<file path="src/rtl/kypd_pkg.sv">
// Shared types and constants for the 4x4 keypad column-scan controller.
package kypd_pkg;

  typedef enum logic [1:0] {IDLE, DRIVE, SAMPLE, EVAL} scan_state_t;
  typedef enum logic [1:0] {NONE, SINGLE, MULTI} cand_kind_t;

  localparam int NUM_COLS = 4;

  // Indexed [row][col]; rows and columns counted from the keypad's own 0 pin.
  localparam logic [3:0] KYPD_MAP [4][4] = '{
    '{4'h1, 4'h2, 4'h3, 4'hA},
    '{4'h4, 4'h5, 4'h6, 4'hB},
    '{4'h7, 4'h8, 4'h9, 4'hC},
    '{4'h0, 4'hF, 4'hE, 4'hD}
  };

endpackage

</file>
<file path="src/rtl/kypd_row_sync.sv">
// Two-flop synchronizer for the asynchronous active-low keypad rows.
module kypd_row_sync (
  input  logic       clk,
  input  logic       rst_n,
  input  logic [3:0] row_n,
  output logic [3:0] row_sync
);

  logic [3:0] meta;

  // Idle rows read high, so reset to "nothing pressed".
  always_ff @(posedge clk) begin
    if (!rst_n) begin
      meta     <= 4'hF;
      row_sync <= 4'hF;
    end else begin
      meta     <= row_n;
      row_sync <= meta;
    end
  end

endmodule

</file>
<file path="src/rtl/kypd_scan_ctrl.sv">
// Column-scan keypad controller: scans, classifies and debounces whole-scan results.
import kypd_pkg::*;

module kypd_scan_ctrl #(
  parameter int SETTLE_CYCLES  = 50000,
  parameter int DEBOUNCE_SCANS = 4
) (
  input  logic       clk,
  input  logic       rst_n,
  input  logic       en,
  input  logic [3:0] row_n,
  output logic [3:0] col_n,
  output logic [3:0] key_code,
  output logic       key_valid,
  output logic       key_held,
  output logic       key_err
);

  localparam int SW = $clog2(SETTLE_CYCLES);
  localparam int CW = $clog2(DEBOUNCE_SCANS + 1);
  localparam logic [SW-1:0] SETTLE_LAST = SW'(SETTLE_CYCLES - 1);
  localparam logic [CW-1:0] CNT_MAX     = CW'(DEBOUNCE_SCANS);
  localparam logic [1:0]    LAST_COL    = 2'(NUM_COLS - 1);

  scan_state_t   state, state_nx;
  logic [1:0]    col_idx;
  logic [SW-1:0] settle_cnt;
  logic [15:0]   scan_map;
  logic [3:0]    row_sync;
  logic [CW-1:0] cnt, cnt_nx;
  cand_kind_t    last_kind, cand_kind;
  logic [3:0]    last_code, cand_code;
  logic [1:0]    ones;
  logic [3:0]    idx;
  logic          same, accept;

  kypd_row_sync u_row_sync (
    .clk      (clk),
    .rst_n    (rst_n),
    .row_n    (row_n),
    .row_sync (row_sync)
  );

  always_ff @(posedge clk) begin
    if (!rst_n) state <= IDLE;
    else        state <= state_nx;
  end

  always_comb begin
    state_nx = state;
    col_n    = 4'hF;
    case (state)
      IDLE:   if (en) state_nx = DRIVE;
      DRIVE: begin
        col_n = ~(4'b0001 << col_idx);
        if (settle_cnt == SETTLE_LAST) state_nx = SAMPLE;
      end
      SAMPLE: begin
        col_n    = ~(4'b0001 << col_idx);
        state_nx = (col_idx == LAST_COL) ? EVAL : DRIVE;
      end
      EVAL:    state_nx = DRIVE;
      default: state_nx = IDLE;
    endcase
    if (!en) state_nx = IDLE;
  end

  // Bit 4*col+row of scan_map is set when that key was seen closed; ones saturates at 2.
  always_comb begin
    ones      = 2'd0;
    idx       = 4'd0;
    cand_kind = NONE;
    cand_code = 4'h0;
    for (int i = 0; i < 16; i++) begin
      if (scan_map[i]) begin
        idx = 4'(i);
        if (ones != 2'd2) ones = ones + 2'd1;
      end
    end
    if (ones == 2'd1) begin
      cand_kind = SINGLE;
      cand_code = KYPD_MAP[idx[1:0]][idx[3:2]];
    end else if (ones == 2'd2) begin
      cand_kind = MULTI;
    end
    same   = (cand_kind == last_kind) && (cand_code == last_code);
    cnt_nx = !same ? CW'(1) : ((cnt == CNT_MAX) ? cnt : cnt + 1'b1);
    accept = (cnt_nx == CNT_MAX) && !(same && (cnt == CNT_MAX));
  end

  always_ff @(posedge clk) begin
    if (!rst_n) begin
      col_idx    <= 2'd0;
      settle_cnt <= '0;
      scan_map   <= 16'h0;
      cnt        <= '0;
      last_kind  <= NONE;
      last_code  <= 4'h0;
      key_code   <= 4'h0;
      key_valid  <= 1'b0;
      key_held   <= 1'b0;
      key_err    <= 1'b0;
    end else begin
      key_valid <= 1'b0;
      if (!en) begin
        col_idx    <= 2'd0;
        settle_cnt <= '0;
        cnt        <= '0;
        last_kind  <= NONE;
        last_code  <= 4'h0;
        key_held   <= 1'b0;
        key_err    <= 1'b0;
      end else begin
        case (state)
          IDLE: begin
            col_idx    <= 2'd0;
            settle_cnt <= '0;
          end
          DRIVE: settle_cnt <= (settle_cnt == SETTLE_LAST) ? '0 : settle_cnt + 1'b1;
          SAMPLE: begin
            scan_map[4*col_idx +: 4] <= ~row_sync;
            if (col_idx != LAST_COL) col_idx <= col_idx + 2'd1;
          end
          EVAL: begin
            col_idx   <= 2'd0;
            cnt       <= cnt_nx;
            last_kind <= cand_kind;
            last_code <= cand_code;
            if (accept) begin
              case (cand_kind)
                SINGLE: begin
                  // A key that is already held never re-strobes.
                  if (!key_held || (cand_code != key_code)) begin
                    key_code  <= cand_code;
                    key_valid <= 1'b1;
                    key_held  <= 1'b1;
                    key_err   <= 1'b0;
                  end
                end
                NONE: begin
                  key_held <= 1'b0;
                  key_err  <= 1'b0;
                end
                MULTI: begin
                  key_held <= 1'b0;
                  key_err  <= 1'b1;
                end
                default: ;
              endcase
            end
          end
          default: ;
        endcase
      end
    end
  end

endmodule

</file>
<file path="config.mk">
export PLATFORM = sky130hd
export DESIGN_NAME = kypd_scan_ctrl
export DESIGN_NICKNAME = d
export VERILOG_FILES = /design/src/rtl/kypd_pkg.sv /design/src/rtl/kypd_row_sync.sv /design/src/rtl/kypd_scan_ctrl.sv
export SDC_FILE = /design/constraint.sdc
export NUM_CORES = 1
export LEC_CHECK = 0
export CAP_MARGIN = 20
export CORE_UTILIZATION = 60
export DETAILED_ROUTE_END_ITERATION = 12
export HOLD_SLACK_MARGIN = 0.1
export PLACE_DENSITY = 0.86
export SETUP_SLACK_MARGIN = 0.4
export SYNTH_ARGS = -nofsm -noshare
export SYNTH_HDL_FRONTEND = slang
export SYNTH_SLANG_ARGS = --single-unit
</file>
<file path="constraint.sdc">
create_clock -name clk -period 8.9 [get_ports clk]
set_input_delay 1.78 -clock clk [delete_from_list [all_inputs] [get_ports clk]]
set_output_delay 1.78 -clock clk [all_outputs]
set_load 0.01 [all_outputs]
</file>
; ---- Word-level counts from Yosys, hierarchy flattened
; Index checks and enable logic that the tools add are counted.
; W data, S select, Z words.
[word_totals]
regBits = 60
inputBits = 7
out_inout_bits = 11
word_cells = 167
[classes]
n_addsub = 19
n_lt_le_gt_ge = 2
n_eq_ne = 33
shifts = 3
n_mux = 71
n_bitwise = 4
reduce_logical = 22
[op_table]
columns = cell, n
row1 = $mux W4, 18
row2 = $mux W2, 35
row3 = $mux W16, 3
row4 = $ne A2 B2 Y1 const B, 19
row5 = $neg A4 Y34, 1
row6 = $shift A4 B34 Y16 const A, 1
row7 = $shiftx A4 B34 Y16, 1
row8 = $add A2 B1 Y2 const B, 16
row9 = $bmux W16 S2, 1
row10 = $pmux W16 S2, 1
row11 = $add A16 B1 Y16 const B, 1
row12 = $bwmux W16, 1
row13 = $eq A16 B16 Y1 const B, 1
row14 = $eq A2 B2 Y1 const B, 5
row15 = $reduce_and A5 Y1, 2
row16 = $bmux W4 S2, 1
row17 = $not A4 Y4, 2
row18 = $reduce_and A4 Y1, 2
row19 = $eq A2 B1 Y1 const B, 3
row20 = $eq A3 B3 Y1 const B, 2
row21 = $ge A3 B3 Y1 const B, 2
row22 = $mux W3, 2
row23 = $not A2 Y3, 2
row24 = $pmux W2 S3, 1
row25 = 17 further kinds, 31

; ---- Logic depth before layout (Yosys ltp)
; Gate-level depths: netlist (run 1).
[depth]
word_depth = 55
mapped_depth = 35

; ---- Hierarchy
; From an unflattened synthesis (run 1), not the netlist that was laid out.
[unflattened]
cells_unflattened = 649
area_unflattened_um2 = 5019.8
[by_module_without_submodules]
columns = module, n_inst, cells_per_inst, area_per_inst_um2, seq_area_each_um2
row1 = kypd_scan_ctrl, 1, 633, 4809.6, 1041.0
row2 = kypd_row_sync, 1, 16, 210.2, 160.2

; ---- Worst setup path before layout (run 1)
; OpenSTA, ideal clock, no wires.
[synth_path]
path_type = register -> register
start = reg scan_map[0]
end = reg cnt[0]
arrival_ps = 7481
required_ps = 8764
path_slack_ps = 1283
stages_incl_launch_ff = 32
path_buffers = 0
period_less_slack_ps = 7617
path_cell_list = dfxtp_1 > inv_1 > ha_1 > nor3b_2 > a2111o_1 > o31ai_4 > nor3_2 > or3_4 > a311oi_1 > nor4_4 > nand2b_1 > o2111a_1 > a211oi_4 > o21ai_1 > o21ai_1 > xor2_2 > o32ai_1 > nor2_1 > nor2_1 > a21oi_1 > ha_1 > o21ai_0 > ha_1 > o22a_1 > or3_2 > o21a_1 > a2111oi_0 > o21ai_0 > a221oi_4 > o2111ai_2 > a2111oi_0 > a211oi_1
[synth_between]
elab_chain_cells = 52
elab_cells_between_ends = 70
classes_between = add/sub: 15 / eq/ne: 19 / mux: 35 / reduce/logical: 1
[synth_rtl]
columns = element, line
row1 = start: declaration, kypd_scan_ctrl.sv:28  ; logic [15:0] scan_map;
row2 = start signal: indexed assignment, kypd_scan_ctrl.sv:121  ; scan_map[4*col_idx +: 4] <= ~row_sync;
row3 = $mux W1 (*), kypd_scan_ctrl.sv:75  ; if (scan_map[i]) begin
row4 = $add A2 B1 Y2 / $ne A2 B2 Y1 (equally long branches), kypd_scan_ctrl.sv:77  ; if (ones != 2'd2) ones = ones + 2'd1;
row5 = $mux W2, kypd_scan_ctrl.sv:77
row6 = $mux W2 (*), kypd_scan_ctrl.sv:75
row7 = $add A2 B1 Y2 / $ne A2 B2 Y1 (equally long branches), kypd_scan_ctrl.sv:77
row8 = $mux W2, kypd_scan_ctrl.sv:77
row9 = $mux W2 (*), kypd_scan_ctrl.sv:75
row10 = $add A2 B1 Y2 / $ne A2 B2 Y1 (equally long branches), kypd_scan_ctrl.sv:77
row11 = [... 36 more ...], --
row12 = $mux W2, kypd_scan_ctrl.sv:77
row13 = $mux W2 (*), kypd_scan_ctrl.sv:75
row14 = $eq A2 B2 Y1, kypd_scan_ctrl.sv:83  ; end else if (ones == 2'd2) begin
row15 = $mux W2, kypd_scan_ctrl.sv:83
row16 = $mux W2, kypd_scan_ctrl.sv:80  ; if (ones == 2'd1) begin
row17 = $eq A2 B2 Y1, kypd_scan_ctrl.sv:86  ; same = (cand_kind == last_kind) && (cand_code == last_code);
row18 = $logic_and A1 B1 Y1 (*), kypd_scan_ctrl.sv:86
row19 = $mux W3 (*), kypd_scan_ctrl.sv:87  ; cnt_nx = !same ? CW'(1) : ((cnt == CNT_MAX) ? cnt : cnt + 1'b1);
row20 = end signal: assignment, kypd_scan_ctrl.sv:126  ; cnt <= cnt_nx;
row21 = end: declaration, kypd_scan_ctrl.sv:30  ; logic [CW-1:0] cnt, cnt_nx;
; Every way passes the cells marked *; elsewhere a longest branch is shown, timed or not.
; A chain may end at the register's enable or synchronous reset.

; ---- Final worst setup path (run 1)
[layout_path]
start = reg scan_map[0]
end = reg key_code[1]
[layout_between]
elab_chain_cells = 55
elab_cells_between_ends = 78
classes_between = add/sub: 15 / eq/ne: 22 / mux: 35 / reduce/logical: 6
[layout_rtl]
columns = element, line
row1 = $mux W1 (*), kypd_scan_ctrl.sv:75
row2 = $add A2 B1 Y2 / $ne A2 B2 Y1 (equally long branches), kypd_scan_ctrl.sv:77
row3 = $mux W2, kypd_scan_ctrl.sv:77
row4 = $mux W2 (*), kypd_scan_ctrl.sv:75
row5 = $add A2 B1 Y2 / $ne A2 B2 Y1 (equally long branches), kypd_scan_ctrl.sv:77
row6 = $mux W2, kypd_scan_ctrl.sv:77
row7 = $mux W2 (*), kypd_scan_ctrl.sv:75
row8 = $add A2 B1 Y2 / $ne A2 B2 Y1 (equally long branches), kypd_scan_ctrl.sv:77
row9 = [... 39 more ...], --
row10 = $mux W2, kypd_scan_ctrl.sv:83
row11 = $mux W2, kypd_scan_ctrl.sv:80
row12 = $eq A2 B2 Y1, kypd_scan_ctrl.sv:86
row13 = $logic_and A1 B1 Y1, kypd_scan_ctrl.sv:86
row14 = $mux W3 / $logic_and A1 B1 Y1 (equally long branches), "kypd_scan_ctrl.sv:87, kypd_scan_ctrl.sv:88"
row15 = $eq A3 B3 Y1 / $logic_not A1 Y1 (equally long branches), kypd_scan_ctrl.sv:88  ; accept = (cnt_nx == CNT_MAX) && !(same && (cnt == CNT_MAX));
row16 = $logic_and A1 B1 Y1, kypd_scan_ctrl.sv:88
row17 = $reduce_and A5 Y1 (no line), --
row18 = end signal: assignment, kypd_scan_ctrl.sv:134  ; key_code <= cand_code;
row19 = end: declaration, kypd_scan_ctrl.sv:13  ; output logic [3:0] key_code,
; Marked as above.

==> metrics.yaml, run 1 <==
run_status: "finished clean"
route.detailed.wl_per_inst_um: 16.1
maxClockFrequency_ghz: 0.123
rows: 33
layout_cell_share_with_drive_strength_beyond_1: 0.149
maxCapViolCount: 0
avgSynthCellArea_sq_um: 7.71
grt_pass1_vias: 4666
grt_remaining_overflow: 0
first_pass_iters: 5
multi_input_area_sq_um: 3830
dieWidth_um: 95.6
worst_setup_hold_path_clk_slew_ns: 0.08
hold_path_class: "reg2reg"
worst_pin_slew_ns: 0.791
critical_path_required_ns: 9.17
ctsLongestPathBuffers: 2
finalWeightedCongestion: 0.949
worst-r2r-setup-slack_ns: 0.77
dp.final_hpwl_um: 9320
worst_setup_path_end_kind: "register"
total_leakage_power_uw: 0.00197
grt_start_max_net_pins: 32
worstSetupStartpointType: "register"
grt_first_pass_wirelength_um: 21700
cp.arrival_ns: 8.40
final.hold.worst_slack_ns: 0.417
layout_overhead_on_the_synthesized_area_pct: 9.61
antenna_found_initial: 0
drt_drc_violations_left: 0
worstPathMaxFanout: 7
r2r_start: "scan_map[0]"
sequential_share_of_the_synthesized_area: 0.228
vias: 5245
synthDistinctLibCells: 108
finalWorstPathRequiredPeriod_ns: 8.13
cts_tree: "done"
vias_per_cell: 6.57
rr_endpoint: "key_code[1]"
worst_path_max_delay_cell: "or4_1"
finalCoreUtilization: 0.691
cts_num_sinks: 60
yosys.area.top_type_share: 0.228
final.period_utilization: 0.914
postCtsHoldBufs: 0
clock-root-buffer: "clkbuf_8"
synth_cell_area_sq_um: 5260
portBuffers: 17
postSynthRegisterBits: 60
timing.final.max_slew_violations: 0
clk_latency_ns: 0.34
power_density_nw_per_um2: 103
path_common_cell: "ha_1"
yosysWarningCount: 0
timing.final.hold_violations: 0
netlist_top_cells_count: "nor2_1 (90), a21oi_1 (68), nand2_1 (62)"
grt.total_usage: 0.294
timing.max_slew.rel_slack: 0.468
synth_flop_type: "dfxtp_1"
cts_made_buffers: 9
worst_r2r_path_depth: 30
fill_cells: 687
chip_height_um: 95.6
final.setup.tns_ns: 0
async_flop_share: 0
synthesis.nets: 711
antenna_violating_nets_post_route: 0
grt_setup_unrepaired: "no"
area_of_the_core_region_sq_um: 8340
peakVddDrop_mv: 0.129
syn-instance-count: 682
postPlaceCellArea_sq_um: 5370
yosysMostFrequentCell: "nor2_1"
regArea_sq_um: 1200
synth.top_cells.by_area: "dfxtp_1 (23%), a21oi_1 (6.5%), nor2_1 (6.4%)"
synth-edff-count: 0
setup.worst_path.class: "reg2reg"
timing.final.setup_violations: 0
layout.cell_area.non_filler_sq_um: 5760
num_antenna_cells: 0
cpLargestDelayFamily: "compound AO/OA/AOI/OAI gates"
start_util: 0.631
synth_top_cell_by_area: "dfxtp_1"
path_buf_inv: 3
layout.nets: 717
fin_worst_skew_ns: 0.0124
drt-total-wl_um: 12900
slowest_delay_ns: 0.54
clock_tree.htree_level_count: 3
timing.hold.worst_endpoint: "u_row_sync.row_sync[1]"
die_area_sq_um: 9140
1st_iter_drt_viols: 398
startpoint_of_the_most_critical_hold_path: "u_row_sync.meta[1]"
boundaryPins: 18
min_path_cells: 1
==> how the worst max path moves through the flow <==
stage                      from     endpoint  slack [ns]  cells after the start
floorplan           scan_map[0]       cnt[0]        1.28                     31
global placement    scan_map[0]       cnt[0]        0.54                     31
detailed placement  scan_map[1]       cnt[0]        0.26                     31
CTS                 scan_map[1]       cnt[0]        0.41                     31
global route        scan_map[0]  key_code[1]        0.39                     31
finish              scan_map[0]  key_code[1]        0.77                     30
==> flip-flops by register name, indices dropped and copies added (netlist names), 2 cells and up <==
name,cells
cnt,3
col_idx,2
state,2
last_code,4
scan_map,16
key_code,4
u_row_sync.meta,4
u_row_sync.row_sync,4
last_kind,2
settle_cnt,16
==> metal layers <==
layer | wire length, um | global-route usage | vias up
met5 | 0 | 0 | -
met4 | 158 | 0.0697 | 0
met3 | 597 | 0.0542 | 16
met2 | 6140 | 0.490 | 139
met1 | 5970 | 0.391 | 2528
li1 | - | - | 2562
==> logic make-up (layout without fill, tap and decap cells) <==
group / after synthesis / count (layout) / share of synthesized area
XOR/XNOR: 13 / 13 / 0.0245
flip-flops: 60 / 60 / 0.228
buffers and inverters: 59 / 70 / 0.0600
AND/OR/NAND/NOR: 289 / 289 / 0.288
AO/OA/AOI/OAI: 233 / 233 / 0.335
adder cells (fa/ha/maj): 22 / 22 / 0.0523
multiplexers: 6 / 6 / 0.0117
==> power by group <==
| group | internal [uW] | total, uW | switching [uW] |
|---|---|---|---|
| logic | 18.7 | 47.4 | 28.7 |
| registers | 271 | 273 | 2.43 |
| clock network | 159 | 272 | 113 |
| total | 449 | 593 | 144 |
==> what timing repair did <==
item,4_1_cts,5_1_grt
setup buffers,2,6
pin swaps,1,7
gates cloned,0,0
setup endpoints to repair,7,10
gates resized for setup,4,17
==> cell type report <==
type | instances | share of cell area
repair buffers | 27 | 0.0460
multi-input cells | 563 | 0.665
well taps | 105 | 0.0228
clock inverters | 7 | 0.0171
flip-flops and latches | 60 | 0.209
clock buffers | 9 | 0.0215
inverters | 27 | 0.0189
==> placed cells by master (no fill, tap or decap), types with 9 or more instances in the layout <==
master	instances
a211oi_1	13
a21oi_1	65
nand4_1	9
a31oi_1	10
nor3_1	18
nor2_1	90
nand3_1	25
clkbuf_8	9
nand2_1	62
dfxtp_1	59
buf_4	9
nand2b_1	10
ha_1	21
inv_1	24
o21ai_0	32
clkdlybuf4s50_1	17
==> per-stage QoR <==
step / instances / total power (uW) / setup WS (ns)
2_1_floorplan: 682 / 312 / 1.28
3_3_place_gp: 773 / 322 / 0.543
3_5_place_dp: 773 / 324 / 0.256
4_1_cts: 791 / 593 / 0.406
5_1_grt: 798 / 615 / 0.385
6_report: 798 / 593 / 0.765
No activity file was read; power rests on OpenSTA's default activity.
==> run 2: changes to the inputs <==
--- a/config.mk
+++ b/config.mk
@@ -7,8 +7,10 @@
 export LEC_CHECK = 0
 export CAP_MARGIN = 20
 export CORE_UTILIZATION = 60
+export CTS_CLUSTER_DIAMETER = 150
 export DETAILED_ROUTE_END_ITERATION = 12
 export HOLD_SLACK_MARGIN = 0.1
+export MAX_ROUTING_LAYER = met4
 export PLACE_DENSITY = 0.86
 export SETUP_SLACK_MARGIN = 0.4
 export SYNTH_ARGS = -nofsm -noshare
==> metrics.yaml, run 2 (synthesis gave the netlist of run 1 again) <==
portBuffers: 17
power_switching_share: 0.249
grt.total_usage: 0.301
layout.cell_area.non_filler_sq_um: 5820
switchingPower_uw: 142
fin_worst_skew_ns: 0.0111
vias: 5296
layout_cell_share_with_drive_strength_beyond_1: 0.155
worst_pin_slew_ns: 0.798
power_density_nw_per_um2: 97.9
worstSetupStartpointType: "register"
critical_path_required_ns: 9.16
timing.max_slew.rel_slack: 0.463
worst_path_max_delay_cell: "dfxtp_1"
clk_latency_ns: 0.34
cp.arrival_ns: 8.31
power.share.clock: 0.435
vias_per_cell: 6.61
postPlaceCellArea_sq_um: 5370
route.detailed.wl_per_inst_um: 16.8
layout_overhead_on_the_synthesized_area_pct: 10.7
timing.final.max_slew_violations: 0
drt_drc_violations_left: 0
layout.nets: 720
stdcell_count: 801
total_leakage_power_uw: 0.00197
worstPathMaxFanout: 16
internal-power_uw: 428
cts_num_sinks: 60
clock-root-buffer: "clkbuf_8"
setup.worst_path.class: "reg2reg"
slowest_delay_ns: 0.76
timing.final.setup_violations: 0
1st_iter_drt_viols: 493
combPwrFrac: 0.085
maxCapViolCount: 0
ctsLongestPathBuffers: 2
area_of_the_core_region_sq_um: 8340
final.period_utilization: 0.904
antenna_violating_nets_post_route: 0
grt_remaining_overflow: 0
finalWeightedCongestion: 0.951
drt-total-wl_um: 13400
antenna_found_initial: 0
rows: 33
grt_setup_unrepaired: "no"
worst_setup_hold_path_clk_slew_ns: 0.07
most_frequent_cells_in_the_layout: "nor2_1 (90), a21oi_1 (66), nand2_1 (62), dfxtp_1 (59), o21ai_0 (31)"
layout_top_registers: "scan_map (16), settle_cnt (16)"
first_pass_iters: 5
grt_start_max_net_pins: 32
dieWidth_um: 95.6
timing.final.hold_violations: 0
num_antenna_cells: 0
start_util: 0.631
clock_tree.htree_level_count: 3
worst_setup_path_end_kind: "register"
die_area_sq_um: 9140
grt_first_pass_wirelength_um: 21300
boundaryPins: 18
finalWorstPathRequiredPeriod_ns: 8.05
peakVddDrop_mv: 0.117
grt_pass1_vias: 4712
fill_cells: 668
placed_cells_incl_taps: 773
maxClockFrequency_ghz: 0.124
hold_path_class: "reg2reg"
run_status: "finished clean"
chip_height_um: 95.6
seqPwrFrac: 0.479
final_common_cell: "nor2_1"
final.setup.tns_ns: 0
cts_tree: "done"
dp.final_hpwl_um: 9550
cts_made_buffers: 9
-- run 2: cell type report --
| class | count | area [sq um] | share of cell area |
|---|---|---|---|
| Clock buffer | 11 | 141 | 0.0243 |
| Clock inverter | 5 | 60.1 | 0.0103 |
| Inverter | 27 | 109 | 0.0187 |
| Multi-Input combinational cell | 563 | 3890 | 0.668 |
| Sequential cell | 60 | 1200 | 0.207 |
| Tap cell | 105 | 131 | 0.0226 |
| Timing Repair Buffer | 30 | 288 | 0.0494 |
-- run 2: repair_timing --
action	4_1_cts	5_1_grt
buffers inserted	2	9
cloned	0	0
setup endpoints to repair	2	10
gates resized for setup	4	27
pin swaps	1	9
hold buffers	0	0
-- run 2: power groups by stage --
stage / Combinational [uW] / Sequential [uW] / Clock, uW
floorplan: 33.2 / 279 / 0
global placement: 43.1 / 279 / 0
detailed placement: 44.5 / 279 / 0
CTS: 45.1 / 273 / 251
global route: 53.2 / 274 / 262
finish: 48.6 / 273 / 248
-- run 2: metrics by stage --
stage / power, uW / util / setup slack [ns] / hold WS (ns)
2_1_floorplan: 312 / - / 1.28 / 0.386
3_3_place_gp: 322 / 0.644 / 0.682 / 0.391
3_5_place_dp: 324 / 0.644 / 0.296 / 0.394
4_1_cts: 570 / 0.671 / 0.431 / 0.414
5_1_grt: 589 / 0.698 / 0.414 / 0.427
6_report: 570 / 0.698 / 0.852 / 0.410
-- run 2: final timing paths --
kind                 startpoint                endpoint  slack, ns  cells after the start
max                 scan_map[2]             key_code[1]       0.85                     28
min          u_row_sync.meta[3]  u_row_sync.row_sync[3]       0.41                      1
max reg2reg         scan_map[2]             key_code[1]       0.85                     28
min reg2reg  u_row_sync.meta[3]  u_row_sync.row_sync[3]       0.41                      1
-- run 2: critical path, delay by kind of cell (launching register included) --
kind	cells	cell delay (ns)
AO/OA/AOI/OAI	16	3.57
AND/OR/NAND/NOR	8	2.86
flip-flops	1	0.76
adder cells (fa/ha/maj)	2	0.51
buffers and inverters	2	0.25
-- run 2: per-layer routing --
| metal | up-vias | GRT usage | wire, um |
|---|---|---|---|
| li1 | 2576 | - | - |
| met1 | 2479 | 0.386 | 5840 |
| met2 | 221 | 0.485 | 6570 |
| met3 | 20 | 0.0486 | 870 |
| met4 | 0 | 0.0896 | 151 |
| met5 | - | - | 0 |
==> run 3: changes to the inputs <==
--- a/config.mk
+++ b/config.mk
@@ -13,6 +13,7 @@
 export MAX_ROUTING_LAYER = met4
 export PLACE_DENSITY = 0.86
 export SETUP_SLACK_MARGIN = 0.4
+export SKIP_CTS_REPAIR_TIMING = 1
 export SYNTH_ARGS = -nofsm -noshare
 export SYNTH_HDL_FRONTEND = slang
 export SYNTH_SLANG_ARGS = --single-unit
==> metrics.yaml, run 3 (synthesis gave the netlist of run 1 again) <==
total_leakage_power_uw: 0.00198
run_status: "finished clean"
maxClockFrequency_ghz: 0.123
cts_num_sinks: 60
slowest_delay_ns: 0.55
die_area_sq_um: 9140
switchingPower_uw: 142
seqPwrFrac: 0.479
grt_remaining_overflow: 0
dp.final_hpwl_um: 9550
worst_setup_hold_path_clk_slew_ns: 0.07
power.share.clock: 0.435
cts_tree: "done"
grt_pass1_vias: 4713
final.setup.tns_ns: 0
vias_per_cell: 6.65
critical_path_depth: 31
cts_made_buffers: 9
route.detailed.wl_per_inst_um: 16.9
power_density_nw_per_um2: 97.0
postPlaceCellArea_sq_um: 5370
critical_path_required_ns: 9.16
worstPathMaxFanout: 8
first_pass_iters: 5
cpLargestDelayFamily: "compound AO/OA/AOI/OAI gates"
cp.arrival_ns: 8.41
internal-power_uw: 428
combPwrFrac: 0.086
clock_tree.htree_level_count: 3
placed_cells_incl_taps: 773
start_util: 0.631
finalWeightedCongestion: 0.951
antenna_found_initial: 0
num_antenna_cells: 0
layout.cell_area.non_filler_sq_um: 5880
worst_path_max_delay_cell: "a2111o_1"
boundaryPins: 18
path_buf_inv: 4
antenna_violating_nets_post_route: 0
timing.final.max_slew_violations: 0
rows: 33
ctsLongestPathBuffers: 2
area_of_the_core_region_sq_um: 8340
drt_drc_violations_left: 0
grt_setup_unrepaired: "no"
vias: 5357
portBuffers: 17
layout.nets: 724
worst_pin_slew_ns: 0.795
worst_setup_path_end_kind: "register"
peakVddDrop_mv: 0.116
finalWorstPathRequiredPeriod_ns: 8.16
clk_latency_ns: 0.34
setup.worst_path.class: "reg2reg"
fill_cells: 646
layout_overhead_on_the_synthesized_area_pct: 11.8
timing.max_slew.rel_slack: 0.466
hold_path_class: "reg2reg"
final.hold.worst_slack_ns: 0.411
worstSetupStartpointType: "register"
grt_start_max_net_pins: 32
final.period_utilization: 0.916
grt_first_pass_wirelength_um: 21300
timing.final.hold_violations: 0
layout_top_registers: "scan_map (16), settle_cnt (16)"
chip_height_um: 95.6
1st_iter_drt_viols: 382
min_path_cells: 1
most_frequent_cells_in_the_layout: "nor2_1 (90), a21oi_1 (66), nand2_1 (62), dfxtp_1 (59), o21ai_0 (31)"
final_common_cell: "nor2_1"
grt.total_usage: 0.300
layout_cell_share_with_drive_strength_beyond_1: 0.164
worst_r2r_path_depth: 31
power_switching_share: 0.249
maxCapViolCount: 0
timing.final.setup_violations: 0
stdcell_count: 805
clock-root-buffer: "clkbuf_8"
dieWidth_um: 95.6
drt-total-wl_um: 13600
fin_worst_skew_ns: 0.0117
-- run 3: final cells by class --
cell class,count,area (sq um),share of cell area
Inverter,27,109,0.0185
Clock inverter,5,60.1,0.0102
Clock buffer,11,141,0.0240
Multi-Input combinational cell,563,3920,0.666
Tap cell,105,131,0.0223
Sequential cell,60,1200,0.204
Timing Repair Buffer,34,318,0.0540
-- run 3: metrics by stage --
step / setup slack [ns] / power (uW) / utilization
floorplan: 1.28 / 312 / -
global placement: 0.682 / 322 / 0.644
detailed placement: 0.296 / 324 / 0.644
CTS: 0.269 / 569 / 0.668
global route: 0.331 / 590 / 0.705
finish: 0.745 / 571 / 0.705
-- run 3: final timing paths --
check / slack [ns] / endpoint / start
hold reg to reg: 0.41 / u_row_sync.row_sync[3] / u_row_sync.meta[3]
hold / removal: 0.41 / u_row_sync.row_sync[3] / u_row_sync.meta[3]
setup / recovery: 0.74 / key_code[1] / scan_map[1]
setup reg to reg: 0.74 / key_code[1] / scan_map[1]
-- run 3: per-layer routing --
| metal | GRT usage | up-vias | part of all wire |
|---|---|---|---|
| li1 | - | 2581 | - |
| met1 | 0.384 | 2514 | 0.44 |
| met2 | 0.485 | 235 | 0.49 |
| met3 | 0.0486 | 27 | 0.061 |
| met4 | 0.0908 | 0 | 0.014 |
| met5 | - | - | 0 |
-- run 3: power by group through the flow --
| stage | clock network [uW] | registers (uW) | logic (uW) |
|---|---|---|---|
| CTS | 251 | 273 | 44.9 |
| detailed placement | 0 | 279 | 44.5 |
| finish | 248 | 273 | 49.1 |
| global placement | 0 | 279 | 43.1 |
| floorplan | 0 | 279 | 33.2 |
| global route | 262 | 274 | 53.7 |
